### src/rtl/rmii_pkg.sv
// Shared types and constants for the RMII receive MAC.
package rmii_pkg;

    typedef enum logic [1:0] {
        IDLE     = 2'd0,
        PREAMBLE = 2'd1,
        DATA     = 2'd2,
        DROP     = 2'd3
    } rx_state_e;

    localparam logic [1:0]  DIBIT_PRE   = 2'b01;
    localparam logic [1:0]  DIBIT_SFD   = 2'b11;
    localparam logic [31:0] CRC_INIT    = 32'hFFFF_FFFF;
    localparam logic [31:0] CRC_RESIDUE = 32'hDEBB_20E3;
    // Bit-reversed form of the IEEE polynomial 0x04C11DB7, for LSB-first shifting.
    localparam logic [31:0] CRC_POLY_REF = 32'hEDB8_8320;
    localparam logic [2:0]  PRE_MIN     = 3'd4;

endpackage

### src/rtl/rmii_crc32_step.sv
// Reflected CRC-32 register advanced by one RMII dibit per enabled clock.
// dibit[0] is the earlier bit on the wire and is folded in first.
import rmii_pkg::*;

module rmii_crc32_step (
    input  logic        clk,
    input  logic        rst,
    input  logic        clr,
    input  logic        en,
    input  logic [1:0]  dibit,
    output logic [31:0] crc
);

    logic [31:0] crc_next;

    // Two serial LSB-first CRC steps, one per received bit.
    always_comb begin
        crc_next = crc;
        for (int i = 0; i < 2; i++) begin
            if (crc_next[0] ^ dibit[i]) begin
                crc_next = {1'b0, crc_next[31:1]} ^ CRC_POLY_REF;
            end else begin
                crc_next = {1'b0, crc_next[31:1]};
            end
        end
    end

    // CRC register: clear wins over advance.
    always_ff @(posedge clk or posedge rst) begin
        if (rst) begin
            crc <= CRC_INIT;
        end else if (clr) begin
            crc <= CRC_INIT;
        end else if (en) begin
            crc <= crc_next;
        end
    end

endmodule

### src/rtl/rmii_rx_mac.sv
// RMII receive framer: preamble/SFD detection, LSB-first byte assembly,
// FCS residue check and length/alignment verdict.
// Build option: RMII_RX_STRIP_FCS_EN holds back the last four bytes (FCS)
// through a 4-byte delay line so they are never delivered.
//
// Output stream: rx_valid is a one-cycle qualifier for rx_data and rx_sof;
// there is no backpressure, so the consumer must take every strobe.
// rx_eof is a separate one-cycle strobe that qualifies rx_fcs_ok and rx_err.
import rmii_pkg::*;

module rmii_rx_mac #(
    parameter int MIN_LEN = 64,
    parameter int MAX_LEN = 1522
) (
    input  logic       clk,
    input  logic       rst,
    input  logic       crs_dv,
    input  logic [1:0] rxd,
    output logic [7:0] rx_data,
    output logic       rx_valid,
    output logic       rx_sof,
    output logic       rx_eof,
    output logic       rx_fcs_ok,
    output logic       rx_err,
    output rx_state_e  state_dbg
);

    localparam logic [10:0] MIN_L = 11'(MIN_LEN);
    localparam logic [10:0] MAX_L = 11'(MAX_LEN);

    rx_state_e   state;
    logic [2:0]  pre_cnt;
    logic [1:0]  phase;
    logic [5:0]  byte_q;
    logic [10:0] byte_cnt;
    logic        prev_low;
    logic        low_seen;
    logic        sof_pend;
    logic [31:0] crc_q;
`ifdef RMII_RX_STRIP_FCS_EN
    logic [3:0][7:0] dly;
    logic [2:0]      dly_cnt;
`endif

    logic       take;
    logic       end_aligned;
    logic       end_misal;
    logic       crc_clr;
    logic       fcs_ok;
    logic       len_bad;
    logic [7:0] new_byte;

    assign state_dbg = state;

    // Per-cycle decode: data take, end-of-frame kinds, CRC clear and verdict terms.
    always_comb begin
        take        = 1'b0;
        end_aligned = 1'b0;
        end_misal   = 1'b0;
        if (state == DATA) begin
            // A low after a low taken at nonzero phase is a misaligned end;
            // a lone low at phase 0 is a clean end; a lone low elsewhere is a CRS toggle.
            end_misal   = !crs_dv && prev_low;
            end_aligned = !crs_dv && !prev_low && (phase == 2'd0);
            take        = crs_dv || (!prev_low && (phase != 2'd0));
        end
        crc_clr  = (state == PREAMBLE) && crs_dv && (rxd == DIBIT_SFD) && (pre_cnt >= PRE_MIN);
        fcs_ok   = (crc_q == CRC_RESIDUE);
        len_bad  = (byte_cnt < MIN_L) || (byte_cnt > MAX_L);
        new_byte = {rxd, byte_q};
    end

    rmii_crc32_step u_crc (
        .clk   (clk),
        .rst   (rst),
        .clr   (crc_clr),
        .en    (take),
        .dibit (rxd),
        .crc   (crc_q)
    );

    // Framing FSM with registered stream outputs.
    always_ff @(posedge clk or posedge rst) begin
        if (rst) begin
            state     <= IDLE;
            pre_cnt   <= 3'd0;
            phase     <= 2'd0;
            byte_q    <= 6'd0;
            byte_cnt  <= 11'd0;
            prev_low  <= 1'b0;
            low_seen  <= 1'b0;
            sof_pend  <= 1'b0;
            rx_data   <= 8'h00;
            rx_valid  <= 1'b0;
            rx_sof    <= 1'b0;
            rx_eof    <= 1'b0;
            rx_fcs_ok <= 1'b0;
            rx_err    <= 1'b0;
`ifdef RMII_RX_STRIP_FCS_EN
            dly       <= '0;
            dly_cnt   <= 3'd0;
`endif
        end else begin
            rx_valid  <= 1'b0;
            rx_sof    <= 1'b0;
            rx_eof    <= 1'b0;
            rx_fcs_ok <= 1'b0;
            rx_err    <= 1'b0;
            case (state)
                IDLE: begin
                    if (crs_dv && rxd == DIBIT_PRE) begin
                        state   <= PREAMBLE;
                        pre_cnt <= 3'd1;
                    end
                end
                PREAMBLE: begin
                    if (!crs_dv) begin
                        state    <= DROP;
                        low_seen <= 1'b0;
                    end else if (rxd == DIBIT_PRE) begin
                        if (pre_cnt < PRE_MIN) pre_cnt <= pre_cnt + 3'd1;
                    end else if (crc_clr) begin
                        state    <= DATA;
                        phase    <= 2'd0;
                        byte_cnt <= 11'd0;
                        prev_low <= 1'b0;
                        sof_pend <= 1'b1;
`ifdef RMII_RX_STRIP_FCS_EN
                        dly_cnt  <= 3'd0;
`endif
                    end else begin
                        state    <= DROP;
                        low_seen <= 1'b0;
                    end
                end
                DATA: begin
                    if (end_aligned || end_misal) begin
                        rx_eof    <= 1'b1;
                        rx_fcs_ok <= fcs_ok;
                        rx_err    <= !fcs_ok || end_misal || len_bad;
                        state     <= crs_dv ? DROP : IDLE;
                        low_seen  <= 1'b0;
                    end else if (take) begin
                        prev_low <= !crs_dv;
                        phase    <= phase + 2'd1;
                        case (phase)
                            2'd0: byte_q[1:0] <= rxd;
                            2'd1: byte_q[3:2] <= rxd;
                            2'd2: byte_q[5:4] <= rxd;
                            default: begin
                                if (byte_cnt != 11'h7FF) byte_cnt <= byte_cnt + 11'd1;
`ifdef RMII_RX_STRIP_FCS_EN
                                dly <= {dly[2:0], new_byte};
                                if (dly_cnt == 3'd4) begin
                                    rx_valid <= 1'b1;
                                    rx_data  <= dly[3];
                                    rx_sof   <= sof_pend;
                                    sof_pend <= 1'b0;
                                end else begin
                                    dly_cnt <= dly_cnt + 3'd1;
                                end
`else
                                rx_valid <= 1'b1;
                                rx_data  <= new_byte;
                                rx_sof   <= sof_pend;
                                sof_pend <= 1'b0;
`endif
                            end
                        endcase
                    end
                end
                default: begin
                    // DROP: leave after two consecutive low crs_dv samples.
                    if (!crs_dv) begin
                        if (low_seen) state <= IDLE;
                        low_seen <= 1'b1;
                    end else begin
                        low_seen <= 1'b0;
                    end
                end
            endcase
        end
    end

endmodule

### config.mk
export PLATFORM = sky130hd
export DESIGN_NAME = rmii_rx_mac
export DESIGN_NICKNAME = d
export VERILOG_FILES = /design/src/rtl/rmii_pkg.sv /design/src/rtl/rmii_crc32_step.sv /design/src/rtl/rmii_rx_mac.sv
export SDC_FILE = /design/constraint.sdc
export NUM_CORES = 1
export LEC_CHECK = 0
export BUFFER_PORTS_ARGS = -buffer_cell sky130_fd_sc_hd__buf_2
export CAP_MARGIN = 0
export CORE_ASPECT_RATIO = 0.5
export CORE_MARGIN = 3
export CORE_UTILIZATION = 60
export CTS_CLUSTER_SIZE = 24
export DETAILED_ROUTE_END_ITERATION = 7
export PLACE_DENSITY = 0.78
export SLEW_MARGIN = 20
export SYNTH_ARGS = -nofsm -noshare
export SYNTH_HDL_FRONTEND = slang
export SYNTH_HIERARCHICAL = 1
export SYNTH_SLANG_ARGS = --single-unit
### constraint.sdc
create_clock -name clk -period 2.5 [get_ports clk]
set_clock_uncertainty 0.15 [all_clocks]
set_input_delay 0.625 -clock clk [delete_from_list [all_inputs] [get_ports clk]]
set_output_delay 0.625 -clock clk [all_outputs]
set_load 0.02 [all_outputs]
---- After elaboration in Yosys (flattened, before gate mapping) ----
Cells that the tools add are included.
storage, ports and cells
  output and inout bits ................... 15
  logic and storage cells ................. 155
  register bits after elaboration ......... 72
  input bits .............................. 5
cells by class
  mux-type cells .......................... 68
  bitwise logic cells ..................... 7
  $add $sub $neg .......................... 3
  reduce and logical (&&, ||, !) cells .... 34
  magnitude comparators ................... 4
  equality and inequality tests ........... 22
operators by type and width
  operator                                                                  number
  32-bit 2-to-1 mux                                                         4
  11-bit 2-to-1 mux                                                         7
  1-bit 2-to-1 mux                                                          34
  32-bit == test (second input constant)                                    1
  13-bit NOT with 14-bit output                                             2
  2-bit 2-to-1 mux                                                          12
  11-bit one-hot mux with 2 select lines                                    1
  4-bit AND reduction                                                       5
  2-bit inequality test (second input constant)                             7
  3-bit 2-to-1 mux                                                          4
  11-bit by 1-bit adder with 11-bit output (second input constant)          1
  11-bit greater-than comparator (second input constant)                    1
  11-bit by 7-bit < comparator with 1-bit output (second input constant)    1
  11-bit inequality test (second input constant)                            1
  5-bit AND reduction                                                       2
  1-bit logical AND                                                         8
  2-bit by 1-bit inequality test with 1-bit output (second input constant)  4
  8-bit AND reduction                                                       1
  2-bit nonzero test                                                        4
  7-bit AND reduction                                                       1
  2-bit by 1-bit == test with 1-bit output (second input constant)          3
  2-bit == test (second input constant)                                     3
  3-bit inequality test (second input constant)                             2
  2-bit one-hot mux with 3 select lines                                     1
  other kinds (17)                                                          28

---- Logic depth before layout (Yosys ltp) ----
Gate-level depths: netlist of the first run.
  depth after elaboration ................. 8
  depth in mapped cells ................... 10
  gate-level depth less buffers ........... 7

---- Modules after synthesis ----
Netlist of the first run, hierarchy kept.
modules (own cells, without submodules)
  module           cells each  instances  area an instance (sq um)  seq. area each (sq um)
  rmii_rx_mac      222         1          2223.4                    1001.0
  rmii_crc32_step  132         1          1670.4                    840.8

---- Least setup slack after synthesis of the first run ----
No wires, ideal clock.
  path type ............................... register to register
  start ................................... register state[0], in the netlist state_dbg[0]
  end ..................................... register u_crc.crc[0]
  slack ................................... 0.097 ns
  setup time .............................. 0.082 ns
  data arrival time ....................... 2.171 ns
  required time ........................... 2.268 ns
  period minus slack after synthesis ...... 2.403 ns
  path buffers ............................ 3
  stages on the path, launching flop included .. 9
  cells stage by stage .................... dfrtp_1 > inv_1 > ha_1 > clkbuf_1 > a21boi_2 > clkbuf_1 > clkbuf_1 > nor2b_1 > a211o_1
between the ends
  elaborated cells on any way between the ends .. 8
  those cells by class .................... eq/ne (2); mux (2); reduce/logical (4)
RTL lines
  item                          RTL line               RTL
  start, declared               rmii_rx_mac.sv:31      rx_state_e state;
  start signal, assigned        rmii_rx_mac.sv:141     state <= crs_dv ? DROP : IDLE;
  2-bit == test                 rmii_rx_mac.sv:60      if (state == DATA) begin
  1-bit 2-to-1 mux              rmii_rx_mac.sv:60
  via take                      rmii_rx_mac.sv:45      logic take;
  2-bit nonzero test (no line)  -
  end signal, assigned          rmii_crc32_step.sv:35  crc <= crc_next;
  end, declared                 rmii_crc32_step.sv:11  output logic [31:0] crc
The timed path passes the listed nets, and every way through them passes these cells.
A chain may end at the register's enable or synchronous reset.

---- Final worst setup path of the first run ----
  start ................................... register phase[0]
  end ..................................... register u_crc.crc[11]
between the ends
  cells in the longest elaborated chain, start to end .. 5
RTL lines
  item                          RTL line            RTL
  start, declared               rmii_rx_mac.sv:33   logic [1:0] phase;
  start signal, assigned        rmii_rx_mac.sv:145  phase <= phase + 2'd1;
  2-bit nonzero test            rmii_rx_mac.sv:65   take = crs_dv || (!prev_low && (phase != 2'd0));
  1-bit logical AND             rmii_rx_mac.sv:65
  1-bit logical OR              rmii_rx_mac.sv:65
  1-bit 2-to-1 mux              rmii_rx_mac.sv:60
  via take                      rmii_rx_mac.sv:45
  2-bit nonzero test (no line)  -
The timed path passes the listed nets, and every way through them passes these cells.

==> reports/results.txt, run 1 <==
Critical path peak fanout: 20
Number of synthesized flops with an enable pin: 0
Worst Hold Class: input port to async pin
Number of rows created at floorplan: 20
R2r startpoint: phase[0]
Post-Syn Instances: 354
# port buffers: 19
Worst Path Buf+Inv: 2
Data arrival at the endpoint of the critical path: 2.42 ns
Max Freq: 0.435 GHz
Worst IR drop on VDD: 0.890 mV
Post-route cell area: 0.00444 mm^2
Share of cells above drive strength 1: 0.271
Total routing resource utilization after global routing: 0.223
Final total power: 5.49 mW
Number of design-rule violations left by the first detailed-router iteration: 238
Combinational Power Share: 0.362
Count of TritonRoute iterations in the first routing pass: 5
Switching power as a share of total power: 0.323
Post-Synthesis Mean Instance Area: 11.0 um^2
Starting density of the core: 0.630
Actual transition at the worst max-transition pin: 0.633 ns
Sequential area share after synthesis: 0.473
Final estimated routing congestion in global placement: 0.929
Share of the synthesized area in the top cell type: 0.257
Number of vias in the routed layout: 2,794
Power density over cell area: 1240 mW/mm^2
Run status: completed
Most frequent CP cell: inv_1
Synth Register Bits: 72
Number of inserted diodes: 0
Ranking of synthesized cells by instance count: dfrtp_1, dfstp_2, a211o_1, nand2_1, nor2b_1
DP HPWL: 5040 um
Critical path's top delay family: compound AO/OA/AOI/OAI gates
Max-cap viol count: 0
Post-route antenna net violation count: 0
Pin count of the biggest net entering global routing: 41
Routed len/inst: 16.4 um
Synth unique cells: 57
Slew Limit Fails: 0
First-pass GRT wire length: 13,200 um
Die span in x: 120 um
Unrepaired setup endpoints after global routing: false
Worst setup SP type: flop
Final setup violation count: 0
CTS tree: done
Area of the core: 0.00618 mm^2
Most instantiated library cell after synthesis: dfrtp_1
Top FF cell, synth: dfrtp_1
Detailed-route DRC error count: 0
Clock share of power: 0.262
Postcts setup bufs: 0
Leakage component of the power: 2.10 nW
Number of global-route vias before repair: 2,748
Synthesized net count: 369
Insertion delay of the later-clocked pin in the worst-skew pair: 0.34 ns
Overall routed net length: 7700 um
Final Hold Vio Count: 0
PostCTS Resize Cnt: 0
Number of instances in the placed design: 452
Via/cell ratio: 5.97
Stage delay of the slowest cell on the critical path: 0.41 ns
Sort of element at the end of the critical path: flop
Post-synthesis cell area: 0.00389 mm^2
Type of the setup path with the least slack: flop to flop
Top area cells in the synthesized netlist: dfrtp_1, dfstp_2, a211o_1, mux2_2, xnor3_1
Clock transition time at the flip-flop clock pins of the worst setup and hold paths: 0.06 ns
Fraction of registers with async set or reset after synthesis: 1.00
Synth Warn #: 6
Number of antenna violations at the first check in global routing: 0
Sequential share of power: 0.375
Cell type with the largest total area after synthesis: dfrtp_1
CP max stage cell: dfrtp_1
Required time of the worst setup path: 2.62 ns
Internal power: 3.72 mW
List of cells traversed by the critical path: inv_1 > ha_1 > or2_1 > a21boi_4 > inv_1 > a211o_1
Layout Nets: 390
Placed cell area: 0.00410 mm^2
Die H: 63.0 um
Die ar.: 0.00755 mm^2
Tcrit/Tclk final: 0.921
Launching instance or port of the critical path: phase[0]
Net switching power figure: 1.78 mW
Final sum of negative setup slack: 0 ns
Filler cells: 431
Hold WS: 0.259 ns
CTS Buf Count: 9
Final critical delay including setup and external delays: 2.30 ns
IO Pins: 20
Post-layout instance count excluding filler cells: 468
Area Growth Syn to Fin: 14.1%
Total congestion overflow: 0
Post-CTS Hold Buffers: 0
H-Tree Level Count: 3
Slew headroom: 0.573
Sink Count: 72
Clock Path Buffers: 2
Clock root cell: clkbuf_16
cell families after synthesis:
family	synth area share
xor+xnor	0.0774
flops	0.473
mux	0.0514
simple gates	0.165
buf+inv	0.0431
fa+ha+maj	0.0321
compound gates	0.158
layer usage:
metal  vias up  share of wire  global-route usage
li1       1325              -                   -
met1      1394           0.46               0.281
met2        62           0.49               0.363
met3        13          0.038              0.0814
met4         0          0.014              0.0642
met5         -              0                   0
worst paths after layout:
| check | slack, ns | depth (start not counted) | endpoint |
|---|---|---|---|
| worst max register to register | 0.20 | 6 | u_crc/crc[11] |
| min in group clk | 0.35 | 1 | rx_data[0] |
| max in group asynchronous | 1.59 | 3 | pre_cnt[1] |
| worst min register to register | 0.35 | 1 | rx_data[0] |
| worst max-delay path | 0.20 | 6 | u_crc/crc[11] |
| worst min-delay path | 0.26 | 3 | rx_data[2] |
through the flow:
stage	util	setup slack (ns)
after CTS	0.719	0.220
after detailed placement	0.663	0.145
after global routing	0.719	0.0293
after global placement	0.663	0.221
final	0.719	0.199
after floorplan	-	0.0968
power by group through the flow:
stage / registers (mW) / clock network, mW / logic (mW)
3_5_place_dp: 2.08 / 0 / 1.98
4_1_cts: 2.06 / 1.47 / 2.00
3_3_place_gp: 2.05 / 0 / 1.92
6_report: 2.06 / 1.44 / 1.99
5_1_grt: 2.12 / 1.52 / 2.20
2_1_floorplan: 2.02 / 0 / 1.61
layout by cell type, fill, tap and decap left out, drive strengths merged, types with 10 or more instances in the layout:
cell     n
clkbuf  12
nor2b   20
ha      10
xnor2   15
nand3   12
a211o   31
mux2    16
inv     13
nand2   21
buf     32
o21ai   18
dfstp   32
dfrtp   40
a21oi   15
layout make-up:
cell class                      count  area (um^2)  area share
Multi-Input combinational cell    247         1890       0.426
Sequential cell                    72         1840       0.415
Timing Repair Buffer               32          205      0.0462
Tap cell                           88          110      0.0248
Clock inverter                      4         75.1      0.0169
Inverter                           13         48.8      0.0110
Clock buffer                       12          267      0.0600
flip-flops by register name, summed over array words and instances, names as in the netlist:
signal / flops
byte_cnt: 11
u_crc/crc: 32
rx_fcs_ok: 1
rx_data: 8
rx_sof: 1
prev_low: 1
state_dbg: 2
low_seen: 1
pre_cnt: 3
byte_q: 6
sof_pend: 1
rx_eof: 1
phase: 2
rx_err: 1
rx_valid: 1
tightest hold or removal path: cells and delay by family:
| family | cells | cell delay, ns |
|---|---|---|
| buffers and inverters | 3 | 0.56 |
Power figures use the tool's default switching activity.
==> inputs of run 2 (changes only) <==
Settings changed: ABC_AREA set to 1.
==> run 2 against run 1 <==
Net effect: core utilization up 1.1 points; wire length grew 15%; register-to-register slack improved by 0.05 ns; die area is 2.9% higher; setup slack better by 0.051 ns; first-iteration DRC count rose by 9.7%; critical path type unchanged; largest power group is now combinational logic.
==> reports/results.txt, run 2 <==
Count of TritonRoute iterations in the first routing pass: 5 (unchanged)
# port buffers: 19 (unchanged)
Clock Path Buffers: 2 (unchanged)
Starting density of the core: 0.639 (+0.00948)
Flip-flop count of the largest register, all copies and words added: 32 (unchanged)
Top area cells in the synthesized netlist: dfrtp_1, dfstp_2, nand2_1, inv_1, nor2_1
Number of inserted diodes: 0 (unchanged)
Final total power: 5.54 mW (+0.83%)
Most frequent standard cell in the layout excluding fill and tap cells: nand2_1
Actual transition at the worst max-transition pin: 0.500 ns (-0.133 ns)
Stage delay of the slowest cell on the critical path: 0.37 ns (-0.04 ns)
R2r startpoint: phase[0]
Sequential area share after synthesis: 0.459 (-0.0144)
IO Pins: 20 (unchanged)
Final critical delay including setup and external delays: 2.25 ns (-0.0513 ns)
Reg with most FFs: u_crc/crc
Most instantiated library cell after synthesis: nand2_1
Clock share of power: 0.215 (-0.047)
Critical path's top delay family: buffers and inverters
H-Tree Level Count: 3 (unchanged)
Worst Hold Class: input port to async pin
Post-route antenna net violation count: 0 (unchanged)
Final sum of negative setup slack: 0 ns (unchanged)
Die span in x: 122 um (+1.5%)
Synthesized net count: 561 (+52%)
Worst IR drop on VDD: 0.467 mV (-48%)
Die ar.: 0.00777 mm^2 (+2.9%)
Post-synthesis cell area: 0.00402 mm^2 (+3.1%)
Worst Path Buf+Inv: 5 (+3)
Required time of the worst setup path: 2.61 ns (about the same)
Unrepaired setup endpoints after global routing: false
Synth Register Bits: 72 (unchanged)
Final Hold Vio Count: 0 (unchanged)
Via/cell ratio: 5.15 (-14%)
Insertion delay of the later-clocked pin in the worst-skew pair: 0.33 ns (about the same)
Area Growth Syn to Fin: 14.1% (about the same)
Post-Syn Instances: 546 (+54%)
Synth Warn #: 6 (unchanged)
Number of global-route vias before repair: 3,339 (+22%)
Pin count of the biggest net entering global routing: 41 (unchanged)
Number of vias in the routed layout: 3,502 (+25%)
CP max stage cell: dfrtp_1
Fraction of registers with async set or reset after synthesis: 1.00 (unchanged)
Share of the synthesized area in the top cell type: 0.249 (-0.00785)
Number of design-rule violations left by the first detailed-router iteration: 261 (+9.7%)
Combinational Power Share: 0.410 (+0.048)
Final setup violation count: 0 (unchanged)
Cell type with the largest total area after synthesis: dfrtp_1
Switching power as a share of total power: 0.402 (+0.0790)
Slew Limit Fails: 0 (unchanged)
Post-CTS Hold Buffers: 0 (unchanged)
Synth unique cells: 31 (-46%)
Max-cap viol count: 0 (unchanged)
Leakage component of the power: 2.43 nW (+16%)
Final estimated routing congestion in global placement: 0.879 (-5.5%)
Number of rows created at floorplan: 20 (unchanged)
Run status: completed
Total routing resource utilization after global routing: 0.249 (+0.0266)
Detailed-route DRC error count: 0 (unchanged)
DP HPWL: 5880 um (+17%)
Worst reg2reg endpoint: u_crc/crc[7]
Data arrival at the endpoint of the critical path: 2.36 ns (-0.06 ns)
Number of synthesized flops with an enable pin: 0 (unchanged)
Total area of multi-input combinational cells: 0.00179 mm^2 (-5.7%)
Layout Nets: 602 (+54%)
Ranking of synthesized cells by instance count: nand2_1, inv_1, nor2_1, dfrtp_1, nand3_1
Slew headroom: 0.666 (+0.0939)
Clock transition time at the flip-flop clock pins of the worst setup and hold paths: 0.06 ns (about the same)
CTS Buf Count: 9 (unchanged)
Filler cells: 508 (+18%)
Routed len/inst: 13.0 um (-21%)
Top FF cell, synth: dfrtp_1
CTS tree: done
Power density over cell area: 1210 mW/mm^2 (-2.3%)
Overall routed net length: 8860 um (+15%)
Net switching power figure: 2.23 mW (+25%)
Post-Synthesis Mean Instance Area: 7.36 um^2 (-33%)
Area of the core: 0.00628 mm^2 (+1.6%)
Sort of element at the end of the critical path: flop
Leading registers by flop count: u_crc/crc x32, byte_cnt x11, rx_data x8
Reg-to-reg setup timing slack: 0.25 ns (+0.05 ns)
Number of antenna violations at the first check in global routing: 0 (unchanged)
Total congestion overflow: 0 (unchanged)
Area of all sequential standard cells: 0.00184 mm^2 (unchanged)
Max Freq: 0.444 GHz (+2.3%)
Sink Count: 72 (unchanged)
Worst setup SP type: flop
Tcrit/Tclk final: 0.900 (-0.0205)
Most frequent CP cell: inv_1
Die H: 63.9 um (+1.4%)
Sequential share of power: 0.376 (about the same)
List of cells traversed by the critical path: inv_1 > ha_1 > inv_1 > nand2_1 > nand2_2 > nand2_1 > inv_2 > inv_1 > nor2_4 > buf_4 > o21ai_0 > a21oi_1 > nor2_1
Clock root cell: clkbuf_16
Type of the setup path with the least slack: flop to flop
Critical path peak fanout: 9 (-55%)
First-pass GRT wire length: 15,500 um (+17%)
Share of cells above drive strength 1: 0.186 (-0.0852)
Internal power: 3.31 mW (-11%)
Most frequent cells in the layout: nand2_1, inv_1, nor2_1
Depth of the worst register-to-register path: 13 (+7)
run 2: cell type report:
cell class              count  share of cell area
clock buffers              13              0.0568
inverters                  81              0.0669
multi-input cells         382               0.390
flip-flops and latches     72               0.402
repair buffers             41              0.0568
clock inverters             3             0.00382
well taps                  88              0.0240
run 2: power groups by stage:
stage / sequential [mW] / clock [mW] / combinational, mW
final: 2.08 / 1.19 / 2.27
after global routing: 2.15 / 1.26 / 2.60
after CTS: 2.08 / 1.21 / 2.15
after detailed placement: 2.09 / 0 / 2.12
after global placement: 2.08 / 0 / 2.08
after floorplan: 2.08 / 0 / 1.63
run 2: worst register-to-register path, cell delays in order (launching register included):
cell and delay (ns):
dfrtp_1 0.37, inv_1 0.10, ha_1 0.25, inv_1 0.08, nand2_1 0.07, nand2_2 0.10
nand2_1 0.10, inv_2 0.15, inv_1 0.13, nor2_4 0.24, buf_4 0.17, o21ai_0 0.07
a21oi_1 0.14, nor2_1 0.05
run 2: worst max-delay path by stage:
| stage | endpoint | startpoint | slack [ns] | cells after the start |
|---|---|---|---|---|
| 2_1_floorplan | u_crc/crc[22] | state_dbg[0] | 0.32 | 14 |
| 6_report | u_crc/crc[7] | phase[0] | 0.25 | 13 |
| 3_5_place_dp | u_crc/crc[21] | phase[0] | 0.15 | 13 |
| 5_1_grt | u_crc/crc[22] | state_dbg[0] | 0.01 | 11 |
| 3_3_place_gp | u_crc/crc[24] | crs_dv | 0.24 | 9 |
| 4_1_cts | u_crc/crc[21] | phase[0] | 0.1 | 13 |
run 2: metrics by stage:
| step | std cells | utilization | area, um^2 | hold WS [ns] | setup WS, ns |
|---|---|---|---|---|---|
| floorplan | 546 | - | 4020 | 0.291 | 0.316 |
| global placement | 654 | 0.674 | 4230 | 0.309 | 0.242 |
| detailed placement | 654 | 0.674 | 4230 | 0.310 | 0.149 |
| CTS | 670 | 0.718 | 4510 | 0.282 | 0.0976 |
| global route | 680 | 0.730 | 4580 | 0.318 | 0.0140 |
| finish | 680 | 0.730 | 4580 | 0.272 | 0.250 |
run 2: cells by family (layout without fill, tap and decap cells):
group	count (synthesis)	in the layout	share of synthesized area
flops	72	72	0.459
buf+inv	92	138	0.0966
xor+xnor	3	3	0.00841
compound gates	67	67	0.0935
simple gates	302	302	0.312
fa+ha+maj	10	10	0.0312
run 2: what timing repair did:
item	4_1_cts	5_1_grt
buffers inserted	0	10
setup endpoints to repair	0	26
resized for setup	0	1
run 2: layer usage:
layer,GRT usage,vias to the layer above,part of all wire
met1,0.328,1647,0.46
met3,0.0592,10,0.043
met4,0.0656,0,0.010
li1,-,1770,-
met2,0.417,75,0.48
met5,0,-,0
